[src/rtl/seq_detect_param_if.sv]
// Symbol-stream / configuration bundle for seq_detect_param.
//   master: drives the symbol stream, configuration load and counter clear;
//           observes the match pulse and match counter.
//   slave : the detector.
// Signals:
//   num_valid    num carries a symbol this cycle
//   num          W-bit symbol
//   cfg_we       load cfg_pattern / cfg_len / cfg_overlap
//   cfg_pattern  W*L bits, symbol i in [W*i +: W], symbol 0 expected first
//   cfg_len      pattern length, 0 disables matching, values above L clamp to L
//   cfg_overlap  1: overlapping matches counted, 0: non-overlapping
//   cnt_clr      clear the match counter
//   ans          registered one-cycle match pulse
//   match_cnt    saturating count of matches
interface seq_detect_param_if #(
  parameter int W  = 2,
  parameter int L  = 8,
  parameter int CW = 16
);
  localparam int LW = $clog2(L + 1);

  logic              num_valid;
  logic [W-1:0]      num;
  logic              cfg_we;
  logic [W*L-1:0]    cfg_pattern;
  logic [LW-1:0]     cfg_len;
  logic              cfg_overlap;
  logic              cnt_clr;
  logic              ans;
  logic [CW-1:0]     match_cnt;

  modport master (
    output num_valid, num, cfg_we, cfg_pattern, cfg_len, cfg_overlap, cnt_clr,
    input  ans, match_cnt
  );

  modport slave (
    input  num_valid, num, cfg_we, cfg_pattern, cfg_len, cfg_overlap, cnt_clr,
    output ans, match_cnt
  );
endinterface

[src/rtl/seq_detect_param.sv]
// Programmable sequence detector for a stream of W-bit symbols.
// Pattern (up to L symbols), length and overlap mode are loadable at runtime;
// every completed match raises ans for one cycle and bumps a saturating counter.
// Ports:
//   clk    clock, all state updates on posedge
//   reset  synchronous, active-high; overrides every other input
//   bus    seq_detect_param_if.slave (symbol stream, config, ans, match_cnt)
module seq_detect_param #(
  parameter int             W           = 2,
  parameter int             L           = 8,
  parameter int             CW          = 16,
  parameter logic [W*L-1:0] RST_PATTERN = 16'h0039,
  parameter int             RST_LEN     = 3,
  parameter bit             RST_OVERLAP = 1'b1
) (
  input  logic                 clk,
  input  logic                 reset,
  seq_detect_param_if.slave    bus
);
  localparam int LW = $clog2(L + 1);
  // History holds the L-1 symbols preceding the final one; keep one slot when L=1.
  localparam int HL = (L > 1) ? L - 1 : 1;
  localparam logic [LW-1:0] LEN_CAP  = LW'(L);
  localparam logic [LW-1:0] FILL_MAX = LW'(L - 1);

  logic [W*L-1:0] pat;
  logic [LW-1:0]  len;
  logic           overlap;
  logic [LW-1:0]  fill;
  logic [W-1:0]   hist [HL];
  logic           ans_q;
  logic [CW-1:0]  cnt_q;

  logic [LW-1:0]  eff_len;
  logic [W-1:0]   pat_sym [L];
  logic           fill_ok;
  logic           last_ok;
  logic           hist_ok;
  logic           match;

  // Pattern lookups are written as loops over constant indices so the
  // variable pattern length only ever drives compare enables, never an index.
  always_comb begin
    eff_len = (len > LEN_CAP) ? LEN_CAP : len;
    for (int i = 0; i < L; i++) begin
      pat_sym[i] = pat[W*i +: W];
    end

    fill_ok = (int'(fill) + 1) >= int'(eff_len);

    // Final symbol must equal pat[eff_len-1]; eff_len=0 leaves this false.
    last_ok = 1'b0;
    for (int i = 0; i < L; i++) begin
      if ((i + 1) == int'(eff_len) && bus.num == pat_sym[i]) begin
        last_ok = 1'b1;
      end
    end

    // hist[k] must equal pat[eff_len-2-k], i.e. k + j + 2 == eff_len.
    hist_ok = 1'b1;
    for (int k = 0; k < HL; k++) begin
      for (int j = 0; j < L; j++) begin
        if ((k + j + 2) == int'(eff_len) && hist[k] != pat_sym[j]) begin
          hist_ok = 1'b0;
        end
      end
    end

    match = bus.num_valid && !bus.cfg_we && fill_ok && last_ok && hist_ok;
  end

  always_ff @(posedge clk) begin
    if (reset) begin
      pat     <= RST_PATTERN;
      len     <= LW'(RST_LEN);
      overlap <= RST_OVERLAP;
      fill    <= '0;
      for (int i = 0; i < HL; i++) begin
        hist[i] <= '0;
      end
      ans_q   <= 1'b0;
      cnt_q   <= '0;
    end else begin
      ans_q <= match;

      // A config load drops the symbol presented in the same cycle.
      if (bus.cfg_we) begin
        pat     <= bus.cfg_pattern;
        len     <= bus.cfg_len;
        overlap <= bus.cfg_overlap;
        fill    <= '0;
      end else if (bus.num_valid) begin
        for (int i = HL - 1; i > 0; i--) begin
          hist[i] <= hist[i-1];
        end
        hist[0] <= bus.num;
        if (match && !overlap) begin
          fill <= '0;
        end else if (fill != FILL_MAX) begin
          fill <= fill + LW'(1);
        end
      end

      // A clear coinciding with a match leaves that match counted.
      if (bus.cnt_clr) begin
        cnt_q <= match ? CW'(1) : '0;
      end else if (match && cnt_q != '1) begin
        cnt_q <= cnt_q + CW'(1);
      end
    end
  end

  assign bus.ans       = ans_q;
  assign bus.match_cnt = cnt_q;

endmodule

[src/flat_wrapper.sv]
// flat-port wrapper written by rule: the top's interface ports become plain ports
module seq_detect_param_flat 
#(
  parameter int             W           = 2,
  parameter int             L           = 8,
  parameter int             CW          = 16,
  parameter logic [W*L-1:0] RST_PATTERN = 16'h0039,
  parameter int             RST_LEN     = 3,
  parameter bit             RST_OVERLAP = 1'b1
)
  (clk, reset, bus_num_valid, bus_num, bus_cfg_we, bus_cfg_pattern, bus_cfg_len, bus_cfg_overlap, bus_cnt_clr, bus_ans, bus_match_cnt);
  seq_detect_param_if #(.W(W), .L(L), .CW(CW)) bus_i ();
  input  logic clk;
  input  logic reset;
  input wire logic [$bits(bus_i.num_valid)-1:0] bus_num_valid;
  input wire logic [$bits(bus_i.num)-1:0] bus_num;
  input wire logic [$bits(bus_i.cfg_we)-1:0] bus_cfg_we;
  input wire logic [$bits(bus_i.cfg_pattern)-1:0] bus_cfg_pattern;
  input wire logic [$bits(bus_i.cfg_len)-1:0] bus_cfg_len;
  input wire logic [$bits(bus_i.cfg_overlap)-1:0] bus_cfg_overlap;
  input wire logic [$bits(bus_i.cnt_clr)-1:0] bus_cnt_clr;
  output wire logic [$bits(bus_i.ans)-1:0] bus_ans;
  output wire logic [$bits(bus_i.match_cnt)-1:0] bus_match_cnt;
  assign bus_i.num_valid = bus_num_valid;
  assign bus_i.num = bus_num;
  assign bus_i.cfg_we = bus_cfg_we;
  assign bus_i.cfg_pattern = bus_cfg_pattern;
  assign bus_i.cfg_len = bus_cfg_len;
  assign bus_i.cfg_overlap = bus_cfg_overlap;
  assign bus_i.cnt_clr = bus_cnt_clr;
  assign bus_ans = bus_i.ans;
  assign bus_match_cnt = bus_i.match_cnt;
  seq_detect_param #(.W(W), .L(L), .CW(CW), .RST_PATTERN(RST_PATTERN), .RST_LEN(RST_LEN), .RST_OVERLAP(RST_OVERLAP)) u_core (.clk(clk), .reset(reset), .bus(bus_i));
endmodule
[config.mk]
export PLATFORM = sky130hd
export DESIGN_NAME = seq_detect_param_flat
export DESIGN_NICKNAME = d
export VERILOG_FILES = /design/src/rtl/seq_detect_param_if.sv /design/src/rtl/seq_detect_param.sv /design/src/flat_wrapper.sv
export SDC_FILE = /design/constraint.sdc
export NUM_CORES = 1
export LEC_CHECK = 0
export CAP_MARGIN = 5
export CELL_PAD_IN_SITES_DETAIL_PLACEMENT = 1
export CELL_PAD_IN_SITES_GLOBAL_PLACEMENT = 1
export CORE_MARGIN = 5
export CORE_UTILIZATION = 42
export CTS_BUF_LIST = sky130_fd_sc_hd__clkbuf_8
export DETAILED_ROUTE_END_ITERATION = 7
export PLACE_DENSITY_LB_ADDON = 0.3
export SYNTH_ARGS = -nofsm -noshare
export SYNTH_HDL_FRONTEND = slang
export SYNTH_SLANG_ARGS = --single-unit
[constraint.sdc]
create_clock -name clk -period 2.8 [get_ports clk]
set_input_delay 0.42 -clock clk [delete_from_list [all_inputs] [get_ports clk]]
set_output_delay 0.42 -clock clk [all_outputs]
set_load 0.02 [all_outputs]
==> out/metrics.yaml, run 1 <==
skew_ps: 11.5
initial_core_util_pct: 43.5
vias_per_cell: 5.59
drive_above_1_share_pct: 14.3
path_clk_slew_ps: 110
power_per_cell_area_nw_per_um2: 433
hpwl_um: 7670
max_slew_margin_pct: 26.9
core.rowCount: 33
antenna_found_initial: 0
crit_chain: "buf_4 > xor2_1 > nor4_1 > nand2_1 > a211oi_4 > nand4b_4 > nor3_4 > a21oi_1 > a31o_1"
cts_buffer_depth: 2
worst_ep_arrival_time_ps: 3090
synth_common_cells: "45 x xor2_1, 42 x dfxtp_1, 35 x nor2_1, 28 x xnor2_1, 25 x nand2_1"
ys_seq_area_share_pct: 35.1
gp_congestion: 0.890
diodes: 0
synth_top_family_by_area: "simple AND/OR/NAND/NOR gates"
maxSlewViolCount: 0
synth_nets: 425
wl_um: 10700
synthMuxAreaShare_pct: 4.49
max_freq_mhz: 349
cts_tree: "built"
finalInstanceArea_um2: 4380
required_ps: 3030
outcome: "finished with violations"
synth_area_leader_cell: "dfxtp_1"
cp_slowest_stage_delay_ps: 530
die-area_um2: 10500
path_buf_inv: 1
vias: 3045
syn_to_final_growth_pct: 21.9
avgSynthCellArea_um2: 9.19
violations: "setup timing"
cts.htree.levels: 2
insertion_delay_ps: 320
slowest_stage: "edfxtp_1"
grt_pass1_vias: 3264
ys_async_sr_fraction_pct: 0
cpLargestDelayFamily: "simple AND/OR/NAND/NOR gates"
synth_top_area_share_pct: 23.4
crit_type: "flop to flop"
io_buffers: 44
drtAntennaViolNets: 0
hp-class: "flop to flop"
cp_max_fo: 6
startpoint_type: "flop"
setup_viol: 12
p_leak_nw: 1.79
setup_ws_ps: -62.1
hold_violations: 0
yosysMostFrequentCell: "xor2_1"
ir_drop_v: 0.000256
nets: 473
grt_pass1_wl_um: 16400
cts_made_buffers: 5
grt_overflow: 0
yosys_register_bits: 56
drv_cap: 0
dieWidth_um: 102
worstMarginPinSlew_ps: 1090
root_buffer: "clkbuf_8"
end_kind: "flop"
clkSinkCount: 56
yosys-top-cells-area: "dfxtp_1 23%, edfxtp_1 12%, xor2_1 11%"
ys_warn_count: 0
wl_per_cell_um: 19.7
drtIter0Drc: 84
min_period_over_period_pct: 102
drt_first_pass_iters: 4
synth_edf_count: 14
synth_compound_area_share_pct: 11.1
ios: 45
syn_inst: 391
synth_ff_type: "dfxtp_1"
core-area_um2: 8260
cts.hold.buffers_added: 0
synth-xor-area-share_pct: 17.8
hold_slack_ps: 544
drc_errors: 0
synth_adder_area_share_pct: 2.09
grt_max_degree: 31
synth-simple-area-share_pct: 22.7
grtUsageTotal_pct: 20.1
syn_area_um2: 3590
dpl_cell_area_um2: 4170
layout_min_cycle_time_ps: 2860
ys_types: 54
die_h_um: 102
==> sequential cells by signal, summed over array words and instances, names as in the netlist <==
signal and cells:
u_core.bus.match_cnt 16, u_core.bus.ans 1, u_core.overlap 1, u_core.hist 14, u_core.pat 16, u_core.len 4, u_core.fill 4
==> placed cells by master, fill, tap and decap left out, types with 2 or more instances in the layout <==
cell	instances
mux2i_1	15
a31o_1	4
buf_4	29
a211o_1	8
a21o_1	4
clkdlybuf4s50_1	44
xor2_1	45
nand4_1	11
inv_1	11
a31o_2	3
nor2b_1	8
nand3_1	8
dfxtp_1	39
or2_2	2
nand2_1	25
nor4_1	8
and4bb_2	2
nor2_1	34
nand2b_1	2
nor4_2	3
or3_1	2
nor3_4	2
dfxtp_2	3
o22ai_1	4
and3_1	21
a21oi_1	12
ha_1	6
o21ai_0	5
xnor2_1	28
edfxtp_1	14
and4_1	2
clkbuf_8	7
nor3_1	5
==> worst paths after layout <==
kind / start / endpoint / slack (ps) / cells past startpoint
setup reg to reg: u_core.hist[1][1] / u_core.bus.match_cnt[12] / -60 / 9
setup / recovery: u_core.hist[1][1] / u_core.bus.match_cnt[12] / -60 / 9
hold / removal: u_core.bus.match_cnt[14] / u_core.bus.match_cnt[15] / 540 / 2
hold reg to reg: u_core.bus.match_cnt[14] / u_core.bus.match_cnt[15] / 540 / 2
==> where the power goes <==
group | internal (mW) | switching (mW) | total, mW
Combinational | 0.186 | 0.181 | 0.367
Clock | 0.316 | 0.283 | 0.599
Sequential | 0.863 | 0.0692 | 0.932
Total | 1.37 | 0.533 | 1.90
==> cells by family after synthesis <==
kind of cell | after synthesis
buffers and inverters | 45
adder cells (fa/ha/maj) | 6
XOR/XNOR | 73
flip-flops | 56
AND/OR/NAND/NOR | 143
AO/OA/AOI/OAI | 52
multiplexers | 16
==> metal layers <==
layer	track usage, %	vias up	wire length [um]
met1	23.9	1519	4650
met5	0	-	0
li1	-	1454	-
met2	37.6	56	5500
met3	3.38	16	349
met4	4.54	0	216
==> worst register-to-register path: cells and delay by family, from the launching register on <==
kind,cells,cell delay [ps]
compound gates,3,700
xor+xnor,1,130
buf+inv,1,200
flops,1,530
simple gates,4,1200
==> area by class of cell <==
cell class	instances	area [um^2]
timing repair buffer	74	678
fill	954	3880
sequential	56	1260
clock buffer	7	96.3
inverter	11	41.3
clock inverter	1	30.0
multi-input combinational	291	2140
tap	105	131
==> stage by stage <==
step,TNS (ps),util [%],setup WS [ps],cells,power [mW]
6_report,-427,53.1,-62.1,545,1.90
5_1_grt,-2030,53.1,-154,545,1.98
4_1_cts,0,52.1,86.6,540,1.89
3_5_place_dp,-60.3,50.5,-24.8,532,1.29
3_3_place_gp,0,50.5,103,532,1.28
2_1_floorplan,0,-,493,391,1.17
==> what timing repair did <==
item | in CTS | in global routing
gates resized for setup | 0 | 8
setup endpoints to repair | 0 | 16
setup buffers | 0 | 4
No activity file was read; power rests on OpenSTA's default activity.
==> run 2: changes to the inputs <==
SLEW_MARGIN = 0   (was not set)
==> results of run 2 <==
Final layout, timing and power as in run 1 (identical DEF).
